$ cat src/rtl/updown_count_sequencer.sv
// updown_count_sequencer
// Sequences a gradual up/down counter between programmable limits. After a
// valid start the count climbs from lo to hi in steps of 'step', holds at hi
// for 1 + dwell cycles, descends back to lo, holds there, and repeats for
// 'trips' round trips (trips = 0 runs until aborted or reset).
//
// Ports:
//   clk      - system clock, rising edge
//   rst      - asynchronous active-low reset
//   start    - request a new run (only looked at in IDLE)
//   abort    - stop the current run (only looked at outside IDLE)
//   lo_lim   - lower count limit
//   hi_lim   - upper count limit
//   step     - increment/decrement amount per cycle
//   dwell    - extra hold cycles at each limit
//   trips    - number of round trips, 0 = continuous
//   count    - registered counter value
//   dir      - 1 = counting up, 0 = counting down
//   busy     - high whenever the sequencer is not idle
//   done     - one-cycle pulse when the final trip completes
//   cfg_err  - one-cycle pulse when a start request is rejected
module updown_count_sequencer #(
  parameter int WIDTH   = 3,
  parameter int DWELL_W = 4,
  parameter int TRIP_W  = 4
) (
  input  logic               clk,
  input  logic               rst,
  input  logic               start,
  input  logic               abort,
  input  logic [WIDTH-1:0]   lo_lim,
  input  logic [WIDTH-1:0]   hi_lim,
  input  logic [WIDTH-1:0]   step,
  input  logic [DWELL_W-1:0] dwell,
  input  logic [TRIP_W-1:0]  trips,
  output logic [WIDTH-1:0]   count,
  output logic               dir,
  output logic               busy,
  output logic               done,
  output logic               cfg_err
);

  typedef enum logic [2:0] {IDLE, UP, DWELL_HI, DOWN, DWELL_LO} state_t;

  state_t             state, state_nxt;
  logic [WIDTH-1:0]   count_nxt;
  logic               dir_nxt, busy_nxt, done_nxt, cfg_err_nxt;
  logic [DWELL_W-1:0] timer, timer_nxt;
  logic [TRIP_W-1:0]  trip_cnt, trip_cnt_nxt;

  // Shadow copies of the configuration, captured on an accepted start so the
  // run is immune to input changes until the next start.
  logic [WIDTH-1:0]   lo_r, lo_r_nxt;
  logic [WIDTH-1:0]   hi_r, hi_r_nxt;
  logic [WIDTH-1:0]   step_r, step_r_nxt;
  logic [DWELL_W-1:0] dwell_r, dwell_r_nxt;
  logic [TRIP_W-1:0]  trips_r, trips_r_nxt;

  // Candidate next values for the counting states. The extra top bit catches
  // carry past the top of the range on the way up and borrow on the way down,
  // so both directions clamp to the limit instead of wrapping.
  logic [WIDTH:0]     up_sum, dn_diff;
  logic [WIDTH-1:0]   up_val, dn_val;
  logic [TRIP_W-1:0]  trip_inc;

  assign up_sum   = {1'b0, count} + {1'b0, step_r};
  assign up_val   = (up_sum > {1'b0, hi_r}) ? hi_r : up_sum[WIDTH-1:0];
  assign dn_diff  = {1'b0, count} - {1'b0, step_r};
  assign dn_val   = (dn_diff[WIDTH] || (dn_diff[WIDTH-1:0] < lo_r)) ? lo_r : dn_diff[WIDTH-1:0];
  assign trip_inc = trip_cnt + TRIP_W'(1);

  // State and output register bank. Every output is a flop so downstream
  // logic sees glitch-free values; reset clears everything immediately.
  always_ff @(posedge clk or negedge rst) begin
    if (!rst) begin
      state    <= IDLE;
      count    <= '0;
      dir      <= 1'b1;
      busy     <= 1'b0;
      done     <= 1'b0;
      cfg_err  <= 1'b0;
      timer    <= '0;
      trip_cnt <= '0;
      lo_r     <= '0;
      hi_r     <= '0;
      step_r   <= '0;
      dwell_r  <= '0;
      trips_r  <= '0;
    end else begin
      state    <= state_nxt;
      count    <= count_nxt;
      dir      <= dir_nxt;
      busy     <= busy_nxt;
      done     <= done_nxt;
      cfg_err  <= cfg_err_nxt;
      timer    <= timer_nxt;
      trip_cnt <= trip_cnt_nxt;
      lo_r     <= lo_r_nxt;
      hi_r     <= hi_r_nxt;
      step_r   <= step_r_nxt;
      dwell_r  <= dwell_r_nxt;
      trips_r  <= trips_r_nxt;
    end
  end

  // Next-state and next-output logic. Everything holds by default and the
  // two status pulses default low, so each pulse lasts exactly one cycle.
  // Abort outranks every other transition once a run is in progress.
  always_comb begin
    state_nxt    = state;
    count_nxt    = count;
    dir_nxt      = dir;
    busy_nxt     = busy;
    done_nxt     = 1'b0;
    cfg_err_nxt  = 1'b0;
    timer_nxt    = timer;
    trip_cnt_nxt = trip_cnt;
    lo_r_nxt     = lo_r;
    hi_r_nxt     = hi_r;
    step_r_nxt   = step_r;
    dwell_r_nxt  = dwell_r;
    trips_r_nxt  = trips_r;

    if ((state != IDLE) && abort) begin
      state_nxt = IDLE;
      busy_nxt  = 1'b0;
    end else begin
      case (state)
        IDLE: begin
          if (start) begin
            if ((lo_lim > hi_lim) || (step == '0)) begin
              cfg_err_nxt = 1'b1;
            end else begin
              lo_r_nxt     = lo_lim;
              hi_r_nxt     = hi_lim;
              step_r_nxt   = step;
              dwell_r_nxt  = dwell;
              trips_r_nxt  = trips;
              count_nxt    = lo_lim;
              dir_nxt      = 1'b1;
              busy_nxt     = 1'b1;
              trip_cnt_nxt = '0;
              state_nxt    = UP;
            end
          end
        end

        UP: begin
          count_nxt = up_val;
          if (up_val == hi_r) begin
            if (dwell_r == '0) begin
              state_nxt = DOWN;
              dir_nxt   = 1'b0;
            end else begin
              state_nxt = DWELL_HI;
              timer_nxt = dwell_r;
            end
          end
        end

        // The cycle that lands on the limit already counts as one hold
        // cycle, so leaving when the timer reads 1 gives 1 + dwell in total.
        DWELL_HI: begin
          timer_nxt = timer - DWELL_W'(1);
          if (timer == DWELL_W'(1)) begin
            state_nxt = DOWN;
            dir_nxt   = 1'b0;
          end
        end

        DOWN: begin
          count_nxt = dn_val;
          if (dn_val == lo_r) begin
            if ((trips_r != '0) && (trip_inc == trips_r)) begin
              state_nxt = IDLE;
              busy_nxt  = 1'b0;
              done_nxt  = 1'b1;
            end else begin
              trip_cnt_nxt = trip_inc;
              if (dwell_r == '0) begin
                state_nxt = UP;
                dir_nxt   = 1'b1;
              end else begin
                state_nxt = DWELL_LO;
                timer_nxt = dwell_r;
              end
            end
          end
        end

        DWELL_LO: begin
          timer_nxt = timer - DWELL_W'(1);
          if (timer == DWELL_W'(1)) begin
            state_nxt = UP;
            dir_nxt   = 1'b1;
          end
        end

        default: begin
          state_nxt = IDLE;
          busy_nxt  = 1'b0;
        end
      endcase
    end
  end

endmodule

$ cat config.mk
export PLATFORM = sky130hd
export DESIGN_NAME = updown_count_sequencer
export DESIGN_NICKNAME = d
export VERILOG_FILES = /design/src/rtl/updown_count_sequencer.sv
export SDC_FILE = /design/constraint.sdc
export NUM_CORES = 1
export LEC_CHECK = 0
export ABC_AREA = 1
export CAP_MARGIN = 20
export CELL_PAD_IN_SITES_DETAIL_PLACEMENT = 1
export CELL_PAD_IN_SITES_GLOBAL_PLACEMENT = 1
export CORE_MARGIN = 1
export CORE_UTILIZATION = 35
export CTS_CLUSTER_DIAMETER = 50
export DETAILED_ROUTE_END_ITERATION = 12
export GPL_TIMING_DRIVEN = 0
export PLACE_DENSITY_LB_ADDON = 0.1
export SLEW_MARGIN = 30
export SYNTH_ARGS = -nofsm -noshare
export SYNTH_HDL_FRONTEND = slang
export SYNTH_SLANG_ARGS = --single-unit
export TNS_END_PERCENT = 100
$ cat constraint.sdc
create_clock -name clk -period 4.95 [get_ports clk]
set_clock_uncertainty 0.15 [all_clocks]
set_input_delay 0.495 -clock clk [delete_from_list [all_inputs] [get_ports clk]]
set_output_delay 0.495 -clock clk [all_outputs]
set_load 0.05 [all_outputs]
==> results of run 1 <==
[logic make-up (layout without fill, tap and decap cells)]
family	Yosys count	count (layout)	synth area share
AOI/OAI and AO/OA	47	47	0.1053
DFF	35	35	0.3481
buffers and inverters	53	89	0.08292
xor gates and xnor gates	8	8	0.03079
muxes	5	5	0.02234
adders and majority gates	19	19	0.1003
and+or+nand+nor	150	150	0.3103
[registers in the layout (all words and copies together), names as in the netlist]
name / count
count: 3
timer: 4
step_r: 3
dir: 1
trip_cnt: 4
state: 3
cfg_err: 1
lo_r: 3
dwell_r: 4
trips_r: 4
done: 1
busy: 1
hi_r: 3
[placed cells by master, fill, tap and decap left out, types with 2 or more instances in the layout]
cell type and count:
nor3_1 2, o211ai_1 2, buf_2 3, nor2_8 2, mux2_1 2, nand2_2 8
ha_1 17, clkdlybuf4s50_1 26, a21oi_1 12, clkbuf_8 5, o21ai_1 6, nor2_2 2
clkbuf_1 2, nand2_1 68, dfrtp_1 34, xnor2_1 3, nand2_4 3, nand3_1 15
nand4_1 14, a21oi_2 2, inv_1 44, fa_1 2, nand3_2 4, nor2_4 3
nor2_1 24, xor2_1 4, mux2_2 3, inv_2 4, o21ai_0 21
[layer usage]
| layer | part of all wire | track usage | wire length (um) |
|---|---|---|---|
| met1 | 0.51 | 0.2576 | 3255 |
| met2 | 0.46 | 0.3099 | 2907 |
| met3 | 0.020 | 0.03318 | 128 |
| met4 | 0.010 | 0.05000 | 65 |
| met5 | 0 | 0 | 0 |
[worst max-delay path: cells and delay by family, from the launching register on]
family / cells / cell delay, ns
simple gates: 10 / 0.79
xor+xnor: 1 / 0.22
fa+ha+maj: 3 / 0.90
flops: 1 / 0.40
compound gates: 1 / 0.16
buf+inv: 5 / 0.32
[worst min-delay path by stage]
stage / start / end / cells past startpoint
floorplan: rst / busy / 0
global placement: dir / dir / 2
detailed placement: dir / dir / 2
CTS: rst / trips_r[3] / 1
global route: rst / timer[3] / 1
finish: rst / state[1] / 1
[area by class of cell]
cell class | count | share of cell area
Sequential cell | 35 | 0.2880
Tap cell | 96 | 0.03944
Buffer | 5 | 0.009449
Inverter | 48 | 0.05916
Timing Repair Buffer | 28 | 0.09614
Clock buffer | 5 | 0.02260
Multi-Input combinational cell | 229 | 0.4708
Clock inverter | 3 | 0.01438
[metrics by stage]
| stage | std cells | utilization | worst slack, ns | area (sq um) |
|---|---|---|---|---|
| after CTS | 449 | 0.4434 | 1.885 | 3045 |
| final | 449 | 0.4434 | 1.897 | 3045 |
| after global routing | 449 | 0.4434 | 1.648 | 3045 |
| after global placement | 440 | 0.4237 | 1.942 | 2910 |
| after floorplan | 317 | - | 1.921 | 2520 |
| after detailed placement | 441 | 0.4270 | 1.913 | 2933 |
==> key figures, run 1 <==
Final layout
  • Register area: 877.1 sq um
  • Area grow syn2layout: 20.85%
  • # nets final: 392
  • # diodes: 0
  • Fill cell total of the finished layout: roughly 850
  • Proportion of layout cells with a drive suffix above 1: 0.1445
  • Area of the multi-input gates: 1434 sq um

Setup path
  • Max incr delay on CP: 0.43 ns
  • R2r endpoint: state[1]
  • Crit Path Max Fanout: 5
  • R2r setup slk: 1.90 ns
  • Critical path type: reg2reg
  • Critical Path RT: 4.99 ns
  • Most used cell, CP: nand2_1
  • CP max stage cell: fa_1
  • Crit-path cells: inv_1 > ha_1 > inv_1 > fa_1 > xor2_2 > ha_1 > a21oi_1 > nand2_2 > nand2_4 > inv_2 > nand2_2 > nand3_2 > nand2_2 > inv_1 > nand2_1 > nand2_1 > inv_2 > nand2_1 > nand2_1 > nand2_1
  • CP Capture Type: flip-flop
  • Arrival time at the worst endpoint: 3.09 ns
  • Worst setup path start: count[0]
  • Reg-to-Reg Start: count[0]
  • Crit path launch type: flip-flop
  • Register-to-Register Path Depth: 20
  • Crit path capture: state[1]

Outcome
  • Failing checks: negative hold slack
  • Outcome: complete, but fails checks

STA
  • Maximum clock rate: roughly 0.33 GHz
  • Final worst path period need: 3.053 ns
  • Max_slew headroom: 0.6027
  • Setup_tns: 0 ns
  • Endpoints failing hold: 7
  • Unrepaired setup endpoints after global routing: no
  • Worst hold margin: -0.002229 ns
  • Count of pins over their slew limit: 0
  • Slew of the pin with the lowest slew margin: 0.5960 ns
  • Period utilisation layout: 0.6167
  • Final setup viols: 0

Logic synthesis
  • Mapped Area: between 2000 and 3000 sq um
  • Top_reg_cell synth: dfrtp_1
  • Post-synth cell types: 39
  • Synth area leader: dfrtp_1
  • Asr flop ratio synth: 1.000
  • Top-area cell type share of the netlist area: 0.3376
  • Count of state elements after synthesis: 35
  • Top cells by count, synth: nand2_1, inv_1, dfrtp_1, nor2_1, o21ai_0
  • Most frequent cell after synthesis: nand2_1
  • Synth Area per Inst: 7.949 sq um
  • Synth Instances: 317
  • Yosys synthesis warning count: 0
  • Syn Nets: 357
  • Post-synth EDFFs: 0
  • Synth area leaders: dfrtp_1, nand2_1, ha_1
  • Register area share after synthesis: 0.3481

Clock tree
  • Clk_lat worst skew: 0.29 ns
  • CTS Buf Count: 5
  • Clock slew at reported path FFs: 0.08 ns
  • Htree depth: 2
  • Post-CTS Setup Inserts: 0
  • Number of clock sinks: 35
  • Clk buf depth: 2
  • Post-cts sizing count: 0
  • Hold_buf cts: 0
  • Clock Tree Root: clkbuf_8
  • CTS tree: done

Floorplanning
  • Die X: 86.85 um
  • Rows: 30
  • Die Ht: approximately 87 um
  • I/O pin cnt: 28
  • Die Area: 7543 sq um
  • Initial Utilization: 0.3668
  • Core ar.: 6869 sq um

Global route
  • GR Overflow Total: 0
  • First-pass GRT wire length: 10,830 um
  • Overall Global Routing Usage: 0.1893
  • Largest net degree at the start of global routing: 20
  • Initial antenna violation count: 0
  • Vias in the first global route: 2,273

Route
  • Routed wire length: between 6000 and 7000 um
  • Wire per inst: 14.16 um
  • Remaining antenna violation count: 0
  • Via-to-Cell Ratio: roughly 4.8
  • DRC Markers: 0
  • Iteration-0 DRC Markers: 61
  • Drt first pass iters: 4
  • Routed vias: 2,167

Placed design
  • Final HPWL DP: 5037 um
  • I/O Buffers: 27
  • GP Congestion: between 0.8 and 0.9

Run
  • Max_cap viols: 0

Worst hold path
  • Min-delay worst type: in2async
Power of run 1 is not shown: default switching activity piles up to over one toggle a cycle in this logic, so the estimate is an artifact.
==> run 2: changes to the inputs <==
clock period = 3.1 ns   (was 4.95 ns; I/O delays follow)
==> run 2 against run 1 <==
Net effect: the run now ends clean; core utilization grew 0.75 points; sequential share of layout area shrank 0.48 points; non-clock buffer count grew 2; critical endpoint unchanged; largest cell class unchanged.
==> key figures, run 2 (synthesis gave the netlist of run 1 again) <==
Final layout
  • # diodes: 0 (unchanged)
  • Fill cell total of the finished layout: 845 (-0.24%)
  • Final Non-Filler Cells: 451 (+0.45%)
  • Proportion of layout cells with a drive suffix above 1: 0.1606 (+0.01609)
  • Commonest non-fill, non-tap cell in the layout: nand2_1
  • Area grow syn2layout: 22.89%
  • Most frequent cells in the layout: nand2_1, inv_1, dfrtp_1, clkdlybuf4s50_1, nor2_1
  • Area of the multi-input gates: 1468 sq um (+2.4%)
  • # nets final: 394 (+0.51%)
  • Register area: 877.1 sq um (unchanged)

Setup path
  • Arrival time at the worst endpoint: 2.94 ns (-0.15 ns)
  • Crit-path cells: inv_1 > ha_1 > inv_1 > fa_2 > xor2_2 > ha_4 > a21oi_2 > nand2_2 > nand2_4 > inv_2 > nand2_2 > nand3_2 > nand2_2 > inv_1 > nand2_1 > nand2_1 > inv_2 > nand2_1 > nand2_1 > nand2_1
  • CP Capture Type: flip-flop
  • Worst path bufs/invs: 5 (unchanged)
  • Most used cell, CP: nand2_1
  • Crit path launch type: flip-flop
  • Crit Path Max Fanout: 5 (unchanged)
  • Worst path top cell family by delay: simple AND/OR/NAND/NOR gates
  • Critical Path RT: 3.14 ns (-1.85 ns)
  • Max incr delay on CP: 0.40 ns (-0.03 ns)
  • Critical path type: reg2reg
  • CP max stage cell: dfrtp_1
  • R2r setup slk: 0.20 ns (-1.70 ns)

Global route
  • Largest net degree at the start of global routing: 20 (unchanged)
  • Overall Global Routing Usage: 0.1897 (+0.0004049)
  • Initial antenna violation count: 0 (unchanged)
  • First-pass GRT wire length: 10,850 um (+0.25%)
  • GR Overflow Total: 0 (unchanged)
  • Vias in the first global route: 2,285 (+0.53%)

STA
  • Max_slew headroom: 0.6005 (-0.002204)
  • Maximum clock rate: 0.3450 GHz (+5.3%)
  • Setup_tns: 0 ns (unchanged)
  • Final setup viols: 0 (unchanged)
  • Endpoints failing hold: 0 (-7)
  • Setup slack after layout: 0.2014 ns (-1.696 ns)
  • Count of pins over their slew limit: 0 (unchanged)
  • Slew of the pin with the lowest slew margin: 0.5993 ns (+0.003306 ns)
  • Period utilisation layout: 0.9350 (+0.3183)
  • Final worst path period need: 2.899 ns (-0.1542 ns)
  • Worst hold margin: 0.3171 ns (+0.3194 ns)

Floorplanning
  • Die Ht: 86.85 um (unchanged)
  • Die X: 86.85 um (unchanged)
  • Rows: 30 (unchanged)
  • Initial Utilization: 0.3668 (unchanged)
  • Die Area: 7543 sq um (unchanged)
  • I/O pin cnt: 28 (unchanged)
  • Core ar.: 6869 sq um (unchanged)

Placed design
  • Final HPWL DP: 5037 um (unchanged)
  • Placement Setup Slack: 0.06334 ns (-1.850 ns)
  • GP Congestion: 0.8010 (unchanged)
  • Placed Cells incl. Taps: 441 (unchanged)
  • I/O Buffers: 27 (unchanged)

Worst hold path
  • Min-delay worst type: reg2reg

Route
  • Iteration-0 DRC Markers: 59 (-3.3%)
  • Routed vias: 2,186 (+0.88%)
  • Via-to-Cell Ratio: 4.847 (+0.43%)
  • Routed wire length: 6395 um (+0.61%)
  • Drt first pass iters: 4 (unchanged)
  • Wire per inst: 14.18 um (+0.17%)
  • Remaining antenna violation count: 0 (unchanged)
  • DRC Markers: 0 (unchanged)

Clock tree
  • Clock slew at reported path FFs: 0.08 ns (about the same)
  • Clk_lat worst skew: 0.29 ns (about the same)
  • CTS tree: done
  • CTS Buf Count: 5 (unchanged)
  • Htree depth: 2 (unchanged)
  • Number of clock sinks: 35 (unchanged)
  • Clock Tree Root: clkbuf_8
  • Clk buf depth: 2 (unchanged)

Outcome
  • Outcome: finished clean

Run
  • Max_cap viols: 0 (unchanged)
-- run 2: timing repair --
action	4_1_cts	5_1_grt
setup buffers	0	1
endpoints found under the setup margin	0	15
hold buffers	1	0
endpoints found under the hold margin	15	0
resized for setup	0	7
-- run 2: final cells by class --
cell class,count,area share
clock inverter,3,0.01414
clock buffer,5,0.02222
inverter,48,0.05818
timing repair buffer,30,0.1002
tap,96,0.03879
multi-input combinational,229,0.4739
sequential,35,0.2832
buffer,5,0.009293
-- run 2: tightest hold or removal path, delay by kind of cell (launching register included) --
family / cells / cell delay [ns]
AND/OR/NAND/NOR: 2 / 0.09
flip-flops: 1 / 0.37
-- run 2: per-layer routing --
layer	track usage	wire length, um	vias up	part of all wire
met5	0	0	-	0
met4	0.05000	65	0	0.010
met3	0.03318	122	5	0.019
met2	0.3114	2936	19	0.46
met1	0.2576	3269	1060	0.51
li1	-	-	1102	-
-- run 2: path summary, 6_finish.rpt --
check,to,start,depth (start not counted)
setup / recovery,state[1],count[0],20
setup reg to reg,state[1],count[0],20
min in group asynchronous,timer[3],rst,2
hold reg to reg,dir,dir,2
max in group asynchronous,step_r[0],rst,3
hold / removal,dir,dir,2
-- run 2: stage by stage --
step	utilization	instance area, sq um
detailed placement	0.4270	2933
global placement	0.4237	2910
finish	0.4508	3097
floorplan	-	2520
CTS	0.4448	3055
global route	0.4508	3097
Power of run 2 is left out for the same reason.
==> run 3: changes to the inputs <==
TNS_END_PERCENT = 50   (was 100)
==> results of run 3 <==
Same layout as run 2: the final DEF is identical, and so are final timing and power.
Power of run 3 is left out for the same reason.
